**config.mk**
```make
export PLATFORM = sky130hd
export DESIGN_NAME = clint_timer
export DESIGN_NICKNAME = d
export VERILOG_FILES = /design/src/rtl/clint_pkg.sv /design/src/rtl/clint_timer_prescaler.sv /design/src/rtl/clint_timer.sv
export SDC_FILE = /design/constraint.sdc
export NUM_CORES = 1
export LEC_CHECK = 0
export CORE_MARGIN = 2
export CORE_UTILIZATION = 42
export DETAILED_ROUTE_END_ITERATION = 8
export SKIP_LAST_GASP = 1
export SLEW_MARGIN = 25
export SYNTH_ARGS = -nofsm -noshare
export SYNTH_HDL_FRONTEND = slang
export SYNTH_SLANG_ARGS = --single-unit
```
**constraint.sdc**
```tcl
create_clock -name clk -period 2.8 [get_ports clk]
set_input_delay 0.56 -clock clk [delete_from_list [all_inputs] [get_ports clk]]
set_output_delay 0.56 -clock clk [all_outputs]
set_load 0.01 [all_outputs]
```
**src/rtl/clint_pkg.sv**
```systemverilog
// clint_pkg: register offsets, window width and reset constants for the core-local interruptor
package clint_pkg;
  localparam int CLINT_WIN_W = 16;
  localparam logic [CLINT_WIN_W-1:0] CLINT_MSIP        = 16'h0000;
  localparam logic [CLINT_WIN_W-1:0] CLINT_MTIMECMP_LO = 16'h4000;
  localparam logic [CLINT_WIN_W-1:0] CLINT_MTIMECMP_HI = 16'h4004;
  localparam logic [CLINT_WIN_W-1:0] CLINT_MTIME_LO    = 16'hBFF8;
  localparam logic [CLINT_WIN_W-1:0] CLINT_MTIME_HI    = 16'hBFFC;
  localparam logic [63:0] CLINT_MTIMECMP_RST = 64'hFFFF_FFFF_FFFF_FFFF;
endpackage

```
**src/rtl/clint_timer_prescaler.sv**
```systemverilog
// clint_prescaler: divides clk into one tick every PRESCALE cycles, restartable by clr
module clint_prescaler #(
  parameter int PRESCALE = 1
) (
  input  logic clk,
  input  logic rst,
  input  logic clr,
  output logic tick
);
  localparam int W = PRESCALE > 1 ? $clog2(PRESCALE) : 1;
  logic [W-1:0] pcnt;
  assign tick = pcnt == W'(PRESCALE - 1);
  always_ff @(posedge clk)
    if (rst || clr || tick) pcnt <= '0;
    else pcnt <= pcnt + 1'b1;
endmodule

```
**src/rtl/clint_timer.sv**
```systemverilog
// clint_timer: memory-mapped mtime/mtimecmp/msip block driving machine timer and software interrupts
module clint_timer
  import clint_pkg::*;
#(
  parameter logic [31:0] BASE_ADR = 32'h0200_0000,
  parameter int PRESCALE = 1
) (
  input  logic        clk,
  input  logic        rst,
  input  logic [31:0] adr,
  input  logic [31:0] d_in,
  input  logic        mrd,
  input  logic        mwr,
  input  logic [3:0]  data_out_mask,
  output logic [31:0] d_out,
  output logic        hit,
  output logic        machine_timer_interrupt,
  output logic        machine_software_interrupt
);
  logic [63:0] mtime, mtimecmp;
  logic msip, tick, wr;
  logic we_msip, we_clo, we_chi, we_tlo, we_thi;
  logic [CLINT_WIN_W-1:0] off;
  logic [31:0] wd_msip, wd_clo, wd_chi, wd_tlo, wd_thi, rdata;

  function automatic logic [31:0] merge(input logic [31:0] old, input logic [31:0] d, input logic [3:0] m);
    logic [31:0] r;
    for (int i = 0; i < 4; i++) r[8*i+:8] = m[i] ? d[8*i+:8] : old[8*i+:8];
    return r;
  endfunction

  assign hit = adr[31:CLINT_WIN_W] == BASE_ADR[31:CLINT_WIN_W];
  assign off = adr[CLINT_WIN_W-1:0] & ~CLINT_WIN_W'(3);
  // an all-zero mask is a true no-op, so it must not count as an mtime write
  assign wr = hit & mwr & |data_out_mask;
  assign we_msip = wr && off == CLINT_MSIP;
  assign we_clo  = wr && off == CLINT_MTIMECMP_LO;
  assign we_chi  = wr && off == CLINT_MTIMECMP_HI;
  assign we_tlo  = wr && off == CLINT_MTIME_LO;
  assign we_thi  = wr && off == CLINT_MTIME_HI;

  assign wd_msip = merge({31'b0, msip}, d_in, data_out_mask);
  assign wd_clo  = merge(mtimecmp[31:0], d_in, data_out_mask);
  assign wd_chi  = merge(mtimecmp[63:32], d_in, data_out_mask);
  assign wd_tlo  = merge(mtime[31:0], d_in, data_out_mask);
  assign wd_thi  = merge(mtime[63:32], d_in, data_out_mask);

  clint_prescaler #(.PRESCALE(PRESCALE)) u_prescaler (
    .clk (clk),
    .rst (rst),
    .clr (we_tlo | we_thi),
    .tick(tick)
  );

  always_ff @(posedge clk)
    if (rst) begin
      mtime                      <= '0;
      mtimecmp                   <= CLINT_MTIMECMP_RST;
      msip                       <= 1'b0;
      machine_timer_interrupt    <= 1'b0;
      machine_software_interrupt <= 1'b0;
    end else begin
      if (we_msip) msip <= wd_msip[0];
      if (we_clo) mtimecmp[31:0] <= wd_clo;
      if (we_chi) mtimecmp[63:32] <= wd_chi;
      // a software write to either half replaces that cycle's increment, no carry across halves
      if (we_tlo) mtime <= {mtime[63:32], wd_tlo};
      else if (we_thi) mtime <= {wd_thi, mtime[31:0]};
      else if (tick) mtime <= mtime + 64'd1;
      machine_timer_interrupt    <= mtime >= mtimecmp;
      machine_software_interrupt <= msip;
    end

  always_comb begin
    rdata = off == CLINT_MSIP        ? {31'b0, msip}    :
            off == CLINT_MTIMECMP_LO ? mtimecmp[31:0]   :
            off == CLINT_MTIMECMP_HI ? mtimecmp[63:32]  :
            off == CLINT_MTIME_LO    ? mtime[31:0]      :
            off == CLINT_MTIME_HI    ? mtime[63:32]     : 32'b0;
    d_out = hit && mrd ? rdata : 32'b0;
  end
endmodule

```
# After elaboration in Yosys (flattened, before gate mapping)
# Cells that the tools add are included.
dict set report totals {
  reg_bits 132
  input_bits 72
  output_inout_bits 35
  word_cells 84
}
dict set report classes {
  add_sub_neg 2
  order_cmp 1
  eq_ne 16
  n_mux 13
  bitwise_logic 5
  reduce_logical 27
}
# operator count
set ops {}
lappend ops {{$mux 32} 7}
lappend ops {{$mux 64} 2}
lappend ops {{$add 64x1->64 const B} 1}
lappend ops {{$ge 64x64->1} 1}
lappend ops {{$mux 8} 4}
lappend ops {{$eq 14x13->1 const B} 2}
lappend ops {{$eq 14x14->1 const B} 2}
lappend ops {{$reduce_and 3->1} 8}
lappend ops {{$ne 2x2->1 const B} 11}
lappend ops {{$reduce_and 2->1} 9}
lappend ops {{$eq 16x10->1 const B} 1}
lappend ops {{$logic_not 16->1} 1}
lappend ops {{$logic_and 1x1->1} 6}
lappend ops {{$reduce_or 4->1} 1}
lappend ops {{$and 1x1->1} 2}
lappend ops {{$logic_or 1x1->1} 2}
lappend ops {{$not 1->1} 2}
lappend ops {{$add 1x1->1 const B} 1}
lappend ops {{$or 1x1->1} 1}

# Logic depth before layout (Yosys ltp)
dict set report depth {
  depth_word 7
  depth_mapped 9
  depth_no_buf 8
}

# Cells and area by module
# From an unflattened synthesis, not the netlist that was laid out.
dict set report hier_totals {
  cells_unflattened 1258
  area_unflattened_um2 9594.2
}
# module instances cells_each area_per_inst_um2 seq_area_each_um2
set by_module_without_submodules {}
lappend by_module_without_submodules {clint_timer 1 1255 9566.7 2622.5}
lappend by_module_without_submodules {clint_prescaler 1 3 27.5 20.0}

# Worst setup path after synthesis
# OpenSTA, ideal clock, no wires.
dict set report synth_timing {
  kind {input -> output}
  start {in adr[24]}
  end {out d_out[10]}
  arrival_ns 2.037
  t_required_ns 2.240
  path_slack_ns 0.203
  cell_stages 6
  n_path_buf 1
  cell_sequence {nor4b_1 nand4_2 inv_1 nand3_1 buf_1 nor2_1}
}
dict set report synth_between {
  elab_chain_cells 3
}
# item line
set synth_rtl {}
lappend synth_rtl {{start, declared} clint_timer.sv:10} ;# input logic [31:0] adr,
lappend synth_rtl {{$eq 16x10->1} clint_timer.sv:32} ;# assign hit = adr[31:CLINT_WIN_W] == BASE_ADR[31:CLINT_WIN_W];
lappend synth_rtl {{net hit} clint_timer.sv:16} ;# output logic hit,
lappend synth_rtl {{$logic_and 1x1->1} clint_timer.sv:80} ;# d_out = hit && mrd ? rdata : 32'b0;
lappend synth_rtl {{$mux 32} clint_timer.sv:80}
lappend synth_rtl {{end, declared} clint_timer.sv:15} ;# output logic [31:0] d_out,
# The timed path passes the listed nets, and every way through them passes these cells.

# Final worst setup path
dict set report layout_timing {
  start {in adr[11]}
  end {out d_out[10]}
}
dict set report layout_between {
  elab_chain_cells 7
  word_cells_on_any_way 11
  cone_classes {eq/ne (4); mux (6); reduce/logical (1)}
}
# item line
set layout_rtl {}
lappend layout_rtl {{$eq 14x14->1} clint_timer.sv:79} ;# off == CLINT_MTIME_HI ? mtime[63:32] : 32'b0;
lappend layout_rtl {{$mux 32} clint_timer.sv:79}
lappend layout_rtl {{$mux 32} clint_timer.sv:78} ;# off == CLINT_MTIME_LO ? mtime[31:0] :
lappend layout_rtl {{$mux 32} clint_timer.sv:77} ;# off == CLINT_MTIMECMP_HI ? mtimecmp[63:32] :
lappend layout_rtl {{$mux 32} clint_timer.sv:76} ;# off == CLINT_MTIMECMP_LO ? mtimecmp[31:0] :
lappend layout_rtl {{$mux 32 (*)} clint_timer.sv:75} ;# rdata = off == CLINT_MSIP ? {31'b0, msip} :
lappend layout_rtl {{$mux 32 (*)} clint_timer.sv:80}
# Mark *: on every way between the ends. The rest lies on a longest branch, timed or not.

==> flow_metrics.tcl <==
set metrics [dict create \
    hpwl_um 25000 \
    place.gp.congestion 0.934 \
    path_cells "buf_2 > nor4_4 > nand3_2 > buf_6 > nor3_4 > buf_6 > buf_12 > buf_8 > a222oi_1 > nor2_1 > buf_2" \
    antenna_cells 0 \
    cts.sinks 132 \
    tightestPinTransition_ns 0.750 \
    status "finished clean" \
    core_area_um2 22000 \
    synth_top_cell_by_area "dfxtp_1" \
    first_global_vias 9878 \
    cp-end-kind "output port" \
    die_x_um 154 \
    cts_buffer_depth 2 \
    fin_worst_skew_ns 0.00924 \
    critPathLaunchType "input port" \
    area_delta_synth_final_pct 31.6 \
    io-pin-count 107 \
    dr_total_vias 10500 \
    grt_pass1_wl_um 54900 \
    viasPerCell 6.24 \
    synth_commonest_cells "nand2_1, dfxtp_1, a21oi_1" \
    ys_seq_area_share_pct 27.9 \
    final_area_um2 12400 \
    drtPass1Iterations 7 \
    p_int_uw 3570 \
    placed_cells 1631 \
    crit_slowest_cell "nor4_4" \
    synth_warnings 0 \
    drv_slew 0 \
    yosysTopAreaCellShare_pct 27.9 \
    async_flop_share_pct 0 \
    yosysMostFrequentCell "nand2_1" \
    setup_viol 0 \
    grt_overflow_total 0 \
    row_count 54 \
    initial_core_util_pct 43.1 \
    portBuffers 104 \
    dp_worst_setup_slack_ns -0.561 \
    powerDensity_nw_per_um2 377 \
    maxCapViolations 0 \
    first_iter_violations 1222 \
    crit_path_max_fanout 4 \
    switching_power_uw 1120 \
    remaining_drc_errors 0 \
    yosys-top-cells-area "dfxtp_1, ha_1, nand2_1, a21oi_1, o21ai_0" \
    cts_tree "yes" \
    required_ns 2.24 \
    routed_wl_um 35600 \
    routedWlPerCell_um 21.2 \
    final_cells 1681 \
    setup_ws_ns 0.0315 \
    grt_usage_pct 29.2 \
    p_leak_uw 0.00551 \
    rsz0062_at_grt "true" \
    postSynthCellCount 1220 \
    drive_gt1_share_pct 19.1 \
    path_clk_slew_ns 0.06 \
    antenna_found_initial 0 \
    synth_edf_count 0 \
    critPathArrivalTime_ns 2.21 \
    cts_made_buffers 17 \
    syn_nets 1357 \
    switching_share_pct 23.9 \
    final.min_clock_period_ns 2.77 \
    dpl_cell_area_um2 11600 \
    cpLargestDelayFamily "buffers and inverters" \
    fin_nets 1525 \
    synthFlopType "dfxtp_1" \
    root_buffer "clkbuf_16" \
    hold_violations 0 \
    relSlewSlack_pct 49.6 \
    die_height_um 154 \
    postRouteAntennaNets 0 \
    comb_power_share_pct 7.2 \
    syn_area_um2 9460 \
    die_area_um2 23700 \
    htreeDepth 4 \
    critPathBufInv 6 \
    pwr-share-seq_pct 40.3 \
    syn_area_per_cell_um2 7.75 \
    clk_latency_ns 0.43 \
    fin_crit_sh_pct 98.9 \
    fmax_ghz 0.361 \
    grt_max_degree 73 \
    cpPeakStageDelay_ns 0.25 \
    synth-seq-cells 132 \
    path_class "in2out" \
    vdd_drop_max_mv 0.324 \
    synth_cell_types 72 \
    p_clk_share_pct 52.5 \
    min_path_type "reg2reg" \
]
[through the flow]
stage / hold WS, ns / power [µW] / setup TNS [ns] / util [%]
6_report: 0.493 / 4690 / 0 / 56.6
5_1_grt: 0.517 / 4780 / -0.244 / 56.6
4_1_cts: 0.479 / 4690 / -0.577 / 56.5
3_5_place_dp: 0.480 / 2260 / -60.04 / 53.0
3_3_place_gp: 0.478 / 2250 / -57.18 / 53.0
2_1_floorplan: 0.456 / 2040 / 0 / -
[registers in the layout (all words and copies together) (netlist names)]
signal                      cells
mtime                          64
mtimecmp                       64
machine_software_interrupt      1
machine_timer_interrupt         1
msip                            1
u_prescaler.pcnt                1
[per-layer routing]
layer	part of all wire, %	GRT usage (%)	wire [µm]
met1	43	37.9	15200
met3	7.3	4.74	2590
met4	3.4	11.8	1210
met5	0	0	0
met2	46	48.2	16500
[cells in the final DEF (no fill, tap or decap), types with 8 or more instances in the layout]
| master | instances |
|---|---|
| mux2_2 | 26 |
| buf_2 | 18 |
| buf_6 | 11 |
| clkbuf_2 | 21 |
| o211ai_1 | 46 |
| a21o_1 | 26 |
| a32o_1 | 8 |
| inv_1 | 75 |
| dfxtp_1 | 132 |
| clkbuf_16 | 18 |
| clkdlybuf4s50_1 | 56 |
| a211oi_1 | 11 |
| and4_1 | 11 |
| and2_1 | 20 |
| a21oi_1 | 99 |
| ha_1 | 65 |
| nor4_1 | 15 |
| and3_1 | 19 |
| a222oi_1 | 31 |
| buf_12 | 28 |
| nor3_1 | 25 |
| nand4_1 | 40 |
| a31oi_1 | 8 |
| buf_4 | 84 |
| nand2_1 | 150 |
| mux2i_1 | 28 |
| o31ai_1 | 8 |
| o21ai_0 | 70 |
| nand3_1 | 31 |
| nor2_1 | 80 |
[cells by family (layout without fill, tap and decap cells)]
family	count (synthesis)	in the layout	synth area share [%]
flops	132	132	27.9
buf+inv	156	337	6.52
other cells	1	1	0.0397
mux	54	54	6.06
fa+ha+maj	65	65	8.60
simple gates	445	445	24.1
compound gates	367	367	26.7
[final cells by class]
| class | count | area (µm²) |
|---|---|---|
| clock buffers | 19 | 453 |
| clock inverters | 13 | 181 |
| fillers | 2008 | 9520 |
| inverters | 78 | 297 |
| multi-input cells | 932 | 6320 |
| flip-flops and latches | 132 | 2640 |
| well taps | 280 | 350 |
| repair buffers | 227 | 2190 |
[power by group through the flow]
stage | sequential [µW] | combinational [µW] | clock, µW
after floorplan | 1930 | 114 | 0
after global placement | 1930 | 321 | 0
after detailed placement | 1930 | 323 | 0
after CTS | 1890 | 327 | 2480
after global routing | 1890 | 355 | 2530
final | 1890 | 337 | 2460
[timing repair]
item | CTS | global route
hold buffers | 0 | 0
gates cloned | 2 | 3
setup buffers | 6 | 11
pin swaps | 10 | 19
hold endpoints to repair | 0 | 0
resized for setup | 119 | 83
setup endpoints to repair | 38 | 67
[path summary, 6_finish.rpt]
| path | startpoint | cells past startpoint | end | slack, ns |
|---|---|---|---|---|
| max | adr[11] | 11 | d_out[10] | 0.03 |
| min | msip | 1 | machine_software_interrupt | 0.49 |
| max reg2reg | mtime[0] | 9 | machine_timer_interrupt | 0.14 |
| min reg2reg | msip | 1 | machine_software_interrupt | 0.49 |
No activity file was read; power rests on OpenSTA's default activity.
